==> config.mk <==
export PLATFORM = sky130hd
export DESIGN_NAME = quad_decoder
export DESIGN_NICKNAME = d
export VERILOG_FILES = /design/src/rtl/quad_decoder.sv
export SDC_FILE = /design/constraint.sdc
export NUM_CORES = 1
export LEC_CHECK = 0
export ABC_AREA = 1
export CORE_MARGIN = 2
export CORE_UTILIZATION = 30
export DETAILED_ROUTE_END_ITERATION = 10
export GPL_TIMING_DRIVEN = 0
export PLACE_DENSITY = 0.51
export SLEW_MARGIN = 20
export SYNTH_ARGS = -nofsm -noshare
export SYNTH_HDL_FRONTEND = slang
export SYNTH_SLANG_ARGS = --single-unit
==> constraint.sdc <==
create_clock -name clk -period 1.3 [get_ports clk]
set_input_delay 0.26 -clock clk [delete_from_list [all_inputs] [get_ports clk]]
set_output_delay 0.26 -clock clk [all_outputs]
set_load 0.03 [all_outputs]
==> src/rtl/quad_decoder.sv <==
// Quadrature decoder: 2-flop sync, per-channel glitch filter, INIT/TRACK step/direction FSM.
// Optional saturating illegal-transition counter enabled by QUAD_DECODER_ERR_COUNT_EN.
module quad_decoder #(
    parameter int unsigned FILT_LEN = 3
) (
    input  logic       clk,
    input  logic       reset,
    input  logic       a_in,
    input  logic       b_in,
    output logic       step,
    output logic       up_down,
    output logic       err,
    output logic [7:0] err_count
);

    localparam logic [3:0] FiltMax = 4'(FILT_LEN);

    typedef enum logic {StInit, StTrack} state_e;

    // Bit 1 is channel A, bit 0 is channel B, so filt_q reads as {A,B}.
    logic [1:0]      sync1_q, sync2_q;
    logic [1:0]      cand_q, cand_d;
    logic [1:0]      filt_q, filt_d;
    logic [1:0][3:0] run_q, run_d;
    logic [1:0]      ref_q, ref_d;
    state_e          state_q, state_d;
    logic            step_q, step_d;
    logic            err_q, err_d;
    logic            up_down_q, up_down_d;
    logic            stable;
    logic [1:0]      pos_new, pos_ref;

    always_ff @(posedge clk) begin
        if (reset) begin
            sync1_q   <= 2'b00;
            sync2_q   <= 2'b00;
            cand_q    <= 2'b00;
            filt_q    <= 2'b00;
            run_q     <= '0;
            ref_q     <= 2'b00;
            state_q   <= StInit;
            step_q    <= 1'b0;
            err_q     <= 1'b0;
            up_down_q <= 1'b0;
        end else begin
            sync1_q   <= {a_in, b_in};
            sync2_q   <= sync1_q;
            cand_q    <= cand_d;
            filt_q    <= filt_d;
            run_q     <= run_d;
            ref_q     <= ref_d;
            state_q   <= state_d;
            step_q    <= step_d;
            err_q     <= err_d;
            up_down_q <= up_down_d;
        end
    end

    // run_q is the length of the current run of equal samples, saturating at FILT_LEN.
    always_comb begin
        cand_d = cand_q;
        run_d  = run_q;
        filt_d = filt_q;
        for (int i = 0; i < 2; i++) begin
            if (run_q[i] == 4'd0 || sync2_q[i] != cand_q[i]) begin
                cand_d[i] = sync2_q[i];
                run_d[i]  = 4'd1;
            end else if (run_q[i] != FiltMax) begin
                run_d[i] = run_q[i] + 4'd1;
            end
            if (run_d[i] == FiltMax) begin
                filt_d[i] = cand_d[i];
            end
        end
    end

    assign stable = (run_q[1] == FiltMax) && (run_q[0] == FiltMax);

    // Gray {A,B} to position on the forward cycle 00,01,11,10.
    assign pos_new = {filt_q[1], filt_q[1] ^ filt_q[0]};
    assign pos_ref = {ref_q[1], ref_q[1] ^ ref_q[0]};

    always_comb begin
        state_d   = state_q;
        ref_d     = ref_q;
        step_d    = 1'b0;
        err_d     = 1'b0;
        up_down_d = up_down_q;
        unique case (state_q)
            StInit: begin
                if (stable) begin
                    ref_d   = filt_q;
                    state_d = StTrack;
                end
            end
            StTrack: begin
                if (filt_q != ref_q) begin
                    ref_d = filt_q;
                    if (&(filt_q ^ ref_q)) begin
                        err_d = 1'b1;
                    end else begin
                        step_d    = 1'b1;
                        up_down_d = ((pos_new - pos_ref) == 2'd1);
                    end
                end
            end
        endcase
    end

    assign step    = step_q;
    assign err     = err_q;
    assign up_down = up_down_q;

`ifdef QUAD_DECODER_ERR_COUNT_EN
    logic [7:0] err_cnt_q;

    always_ff @(posedge clk) begin
        if (reset) begin
            err_cnt_q <= 8'h00;
        end else if (err_d && err_cnt_q != 8'hFF) begin
            err_cnt_q <= err_cnt_q + 8'd1;
        end
    end

    assign err_count = err_cnt_q;
`else
    assign err_count = 8'h00;
`endif

endmodule

==> results.cfg, run 1 <==
[timing]
finalWorstSetupSlack_ns = 0.0266
max_freq_mhz = 785
finalSetupTns_ns = 0
grt_setup_unrepaired = true
final.period_utilization_pct = 98.0
worst_hold_slack_ns = 0.404
setup_viol = 0
worst_slew_pin_slew_ns = 0.529
relSlewSlack_pct = 64.8
fin_crit_ns = 1.27
finalHoldViolCount = 0
maxSlewViolCount = 0
skew_ns = 0.000858

[clocking]
cts.reportedPaths.clkPinSlew_ns = 0.08
cts-root-buf = clkbuf_8
numCtsBuffers = 3
cts_tree = yes
cts_hold_buf = 0
clockBufferDepth = 2
clkLatencyLatePin_ns = 0.26
cts.htree.levels = 1
cts.sinks = 22

[worst_hold_path]
hold_path_class = reg2reg
hold_depth = 2

[grt]
grt_max_degree = 13
grt_pass1_wl_microns = 3750
grt_overflow = 0
grt_pass1_vias = 930
track_usage_pct = 11.2
antenna_found_initial = 0

[final_layout]
area_growth_pct = 27.6
num_antenna_cells = 0
stdcell_area_sq_um = 1480
fin_nets = 188
final_layout_size_suffix_gt1_share_pct = 31.5

[logic_synthesis]
synthAdderAreaFrac_pct = 5.41
synthSimpleGateAreaFrac_pct = 28.5
syn_area_per_cell_sq_um = 7.23
netlist_area_sq_um = 1160
ys_warn_count = 0
synth.distinct_cells = 27
synth_top_family_by_area = simple AND/OR/NAND/NOR gates
syn_inst = 160
synth-seq-area-share_pct = 38.1
synth_xor_area_share_pct = 6.06
synth_compound_area_share_pct = 7.47
synth.area.mux_share_pct = 0
ys_seq_elements = 22

[power_and_ir_drop]
internal_power_mw = 1.09
p_leak_nw = 0.673
power_switching_mw = 0.411
power.share.switching_pct = 27.3
vdd_drop_max_mv = 0.498
comb_power_share_pct = 19.0
pwr-share-clk_pct = 32.0
powerDensity_nw_per_um2 = 1020
seq_power_share_pct = 49.1

[route]
dr.pass1.iters = 4
drt_wl_total_microns = 2080
drtAntennaViolNets = 0
viasPerCell = 4.22
drc_errors = 0
drt_iter0_markers = 15
vias = 954
wire_per_inst_microns = 9.22

[run_status]
status = complete, no violations

[setup_path]
reg2reg_slack_ns = 0.03
crit_end = up_down$_SDFFE_PP0P_
arrival_ns = 1.47
critical_path_class = reg2reg
r2r_end = up_down$_SDFFE_PP0P_
r2r_start = filt_q[1]$_SDFFE_PP0N_
reg2reg_depth = 5
cp-start-kind = flop
crit_path_max_fanout = 5
endpoint_kind = flop
required_ns = 1.50
critPathLaunch = filt_q[1]$_SDFFE_PP0N_

[die]
die_area_sq_um = 4370
die_h_microns = 66.1
die_w_microns = 66.1
start_util_pct = 31.3
rows = 22
ioPinCount = 15
core_area_sq_um = 3690

[placement]
dp_hpwl_microns = 1480
port_buffers = 6
place_area_sq_um = 1300
place_congestion = 0.792
dpl_worst_slack_ns = -0.185

[flow_run]
maxCapViolations = 0
## through the flow
step	util, %	cells	power (mW)
floorplan	-	167	0.929
global placement	35.3	221	0.967
detailed placement	35.3	221	0.976
CTS	37.2	223	1.47
global route	40.0	226	1.61
finish	40.0	226	1.50
## flip-flops by register name, summed over array words and instances, names as in the netlist
name	count
run_q	8
cand_q	2
filt_q	2
ref_q	2
sync1_q	2
sync2_q	2
err	1
state_q	1
step	1
up_down	1
## layout make-up
cell class              instances  area, sq um
well taps                      48         60.1
flip-flops and latches         22          467
plain buffers                  10         67.6
clock buffers                   4         55.1
inverters                      23         86.3
fillers                       398         2210
multi-input cells             110          661
repair buffers                  9         78.8
## layer usage
| layer | wire, microns | vias to the layer above | GRT usage [%] | share of wire, % |
|---|---|---|---|---|
| met4 | 62 | 0 | 5.36 | 3.0 |
| met5 | 0 | - | 0 | 0 |
| met1 | 967 | 415 | 13.5 | 46 |
| met2 | 961 | 20 | 18.6 | 46 |
| li1 | - | 513 | - | - |
| met3 | 91 | 6 | 2.56 | 4.4 |
## power groups by stage
stage | combinational (mW) | clock, mW | sequential, mW
4_1_cts | 0.234 | 0.504 | 0.734
2_1_floorplan | 0.199 | 0 | 0.729
6_report | 0.285 | 0.481 | 0.738
3_3_place_gp | 0.234 | 0 | 0.732
5_1_grt | 0.326 | 0.537 | 0.743
3_5_place_dp | 0.243 | 0 | 0.733
## critical path, stage by stage, from the launching register on
cell      delay [ns]
dfxtp_4         0.38
xnor2_2         0.14
ha_1            0.29
nand3b_1        0.17
o21a_1          0.18
nor2_1          0.07
## Yosys cell counts, drive strengths merged
library cell | count | area share [%]
ha | 5 | 5.4
a21oi | 5 | 2.8
buf | 10 | 6.1
xor2 | 5 | 3.8
nor3 | 1 | 0.43
conb | 1 | 0.32
nand3 | 11 | 5.2
nand2 | 41 | 14
o21ai | 3 | 1.6
nand3b | 1 | 0.65
inv | 23 | 7.5
nor2 | 20 | 7.4
o211ai | 2 | 1.3
nand4 | 2 | 1.1
dfxtp | 22 | 38
xnor2 | 3 | 2.3
o21a | 1 | 0.65
a31oi | 2 | 1.1
clkbuf | 2 | 0.65
## cell usage in the layout (no fill, tap or decap), drive strengths merged, types with 5 or more instances in the layout
| cell type | n |
|---|---|
| conb | 8 |
| buf | 11 |
| inv | 23 |
| xor2 | 5 |
| ha | 5 |
| a21oi | 5 |
| nand2 | 41 |
| clkbuf | 6 |
| nand3 | 11 |
| dfxtp | 22 |
| nor2 | 20 |
## worst min path at each step
| stage | slack (ns) | start | end |
|---|---|---|---|
| after floorplan | 0.37 | b_in | sync1_q[0]$_SDFF_PP0_ |
| after global placement | 0.39 | sync1_q[1]$_SDFF_PP0_ | sync2_q[1]$_SDFF_PP0_ |
| final | 0.40 | sync1_q[1]$_SDFF_PP0_ | sync2_q[1]$_SDFF_PP0_ |
| after global routing | 0.43 | sync1_q[0]$_SDFF_PP0_ | sync2_q[0]$_SDFF_PP0_ |
| after CTS | 0.41 | sync1_q[1]$_SDFF_PP0_ | sync2_q[1]$_SDFF_PP0_ |
| after detailed placement | 0.40 | sync1_q[1]$_SDFF_PP0_ | sync2_q[1]$_SDFF_PP0_ |
## repair_timing
item,in CTS,in global routing
resized for setup,16,26
setup endpoints to repair,8,7
pin swaps,1,7
setup buffers,0,3
## logic make-up (layout without fill, tap and decap cells)
family | Yosys count | count (layout)
buf+inv | 35 | 46
xor+xnor | 8 | 8
flops | 22 | 22
compound gates | 13 | 13
simple gates | 76 | 76
fa+ha+maj | 5 | 5
other cells | 1 | 8
Note: power is estimated with default switching activity, not from simulation.
==> inputs of run 2 (changes only) <==
- CORE_UTILIZATION: 30 -> 40
- PLACE_DENSITY: 0.51 -> default
==> run 2 against run 1 <==
Cell area up 2.7%. Worst setup slack better by 0.0095 ns. Non-clock buffer count up 5. Sequential power down 0.8%. Wire length up 4.9%. Clock power down 37%. Via count up 4.5%. Global-route usage up 1.3 points. Critical endpoint unchanged. Largest power group unchanged.
==> results.cfg, run 2 (same netlist as run 1, synthesis figures left out) <==
[grt]
track_usage_pct = 12.5
gr-max-usage-layer = met2
use_met1_pct = 15.1
grt_max_degree = 12
antenna_found_initial = 0
use_met2_pct = 20.8
use_met3_pct = 2.46
grt_pass1_wl_microns = 3280
grt_pass1_vias = 833
grt_overflow = 0

[setup_path]
critPathBufInv = 0
critPathTopFamily = flip-flops
crit_path_max_incr_delay_ns = 0.38
arrival_ns = 1.51
critical_path_class = reg2reg
required_ns = 1.54
slowest_stage = dfxtp_4
crit_path_max_fanout = 4
crit_chain = xnor2_2, ha_1, nand3b_1, o21a_1, nor2_1
r2r_start = filt_q[0]$_SDFFE_PP0N_
reg2reg_depth = 5
r2r_end = up_down$_SDFFE_PP0P_
cp-start-kind = flop
reg2reg_slack_ns = 0.04
endpoint_kind = flop

[route]
drc_errors = 0
viasPerCell = 4.68
drt_wl_total_microns = 2190
vias = 997
wire_per_inst_microns = 10.3
dr.pass1.iters = 4
drt_iter0_markers = 28
drtAntennaViolNets = 0

[timing]
skew_ns = 0.00339
worst_hold_slack_ns = 0.410
final.period_utilization_pct = 97.2
worst_slew_pin_slew_ns = 0.576
max_freq_mhz = 791
grt_setup_unrepaired = true
finalHoldViolCount = 0
setup_viol = 0
fin_crit_ns = 1.26
maxSlewViolCount = 0
finalWorstSetupSlack_ns = 0.0361
relSlewSlack_pct = 61.6

[final_layout]
layout_commonest_cell = nand2_1
layout_common_cells = nand2_1, nor2_1, buf_4
stdcell_area_sq_um = 1520
area_growth_pct = 31.1
largest_register_ffs = 8
fin_nets = 193
final_layout_size_suffix_gt1_share_pct = 36.3
layoutNonFillerInstCount = 213
regMostFlops = run_q
num_antenna_cells = 0
fillers = 262

[die]
ioPinCount = 15
rows = 19
die_h_microns = 57.8
start_util_pct = 41.9
die_area_sq_um = 3340
core_area_sq_um = 2760
die_w_microns = 57.8

[clocking]
cts_tree = yes
cts.reportedPaths.clkPinSlew_ns = 0.11
cts-root-buf = clkbuf_4
clockBufferDepth = 2
numCtsBuffers = 3
clkLatencyLatePin_ns = 0.30
cts.sinks = 22
cts.htree.levels = 1

[power_and_ir_drop]
vdd_drop_max_mv = 0.572
powerDensity_nw_per_um2 = 913
p_leak_nw = 0.694

[placement]
dp_hpwl_microns = 1460
port_buffers = 6
placed_cells = 204
place_congestion = 0.805
place_area_sq_um = 1280
dpl_worst_slack_ns = -0.181

[worst_hold_path]
min_to = sync2_q[0]$_SDFF_PP0_
hold_depth = 2
min_from = sync1_q[0]$_SDFF_PP0_
hold_path_class = reg2reg

[flow_run]
maxCapViolations = 0

[run_status]
status = complete, no violations
## run 2: cell types whose count changed in the layout (fill, tap and decap cells not counted), sizes merged
cell / change
dlygate4sd2: -3
clkdlybuf4s15: +2
buf: +5
## run 2: worst max-delay path by stage
| stage | startpoint | slack (ns) | cells after the start | to |
|---|---|---|---|---|
| final | filt_q[0]$_SDFFE_PP0N_ | 0.04 | 5 | up_down$_SDFFE_PP0P_ |
| after global routing | filt_q[0]$_SDFFE_PP0N_ | -0.03 | 5 | up_down$_SDFFE_PP0P_ |
| after CTS | run_q[4]$_SDFF_PP0_ | 0.01 | 8 | filt_q[1]$_SDFFE_PP0N_ |
| after detailed placement | reset | -0.18 | 3 | run_q[7]$_SDFF_PP0_ |
| after global placement | reset | -0.17 | 3 | err$_SDFF_PP0_ |
| after floorplan | filt_q[1]$_SDFFE_PP0N_ | 0.06 | 6 | up_down$_SDFFE_PP0P_ |
## run 2: worst min-delay path, stage by stage, from the launching register on
cell and delay (ns):
dfxtp_1 0.31, inv_1 0.04, nor2_1 0.03
## run 2: area by class of cell
type / count / area (sq um) / share of cell area, %
buffer: 10 / 67.6 / 4.46
clock buffer: 3 / 22.5 / 1.49
inverter: 23 / 91.3 / 6.03
multi-input combinational: 110 / 708 / 46.7
sequential: 22 / 472 / 31.1
tap: 31 / 38.8 / 2.56
timing repair buffer: 14 / 115 / 7.60
## run 2: timing repair
action	CTS	global route
hold endpoints to repair	0	0
setup buffers	0	8
endpoints found under the setup margin	8	8
gates cloned	0	0
gates resized for setup	16	45
hold buffers	0	0
pin swaps	0	12
## run 2: where the power goes
group / internal, mW / leakage, nW / switching (mW)
clock: 0.108 / 0.0138 / 0.194
sequential: 0.696 / 0.185 / 0.0367
combinational: 0.161 / 0.495 / 0.189
total: 0.964 / 0.694 / 0.419
## run 2: through the flow
stage | total power, mW | setup TNS [ns] | util, %
6_report | 1.38 | 0 | 54.9
5_1_grt | 1.47 | -0.0797 | 54.9
4_1_cts | 1.28 | 0 | 47.7
3_5_place_dp | 0.974 | -2.64 | 46.5
3_3_place_gp | 0.967 | -2.26 | 46.5
2_1_floorplan | 0.929 | 0 | -
## run 2: metal layers
layer | up-vias | share of wire (%) | wire length [microns]
met1 | 453 | 44 | 966
met5 | - | 0 | 0
met2 | 14 | 52 | 1140
met3 | 2 | 2.8 | 62
met4 | 0 | 0.73 | 16
li1 | 528 | - | -
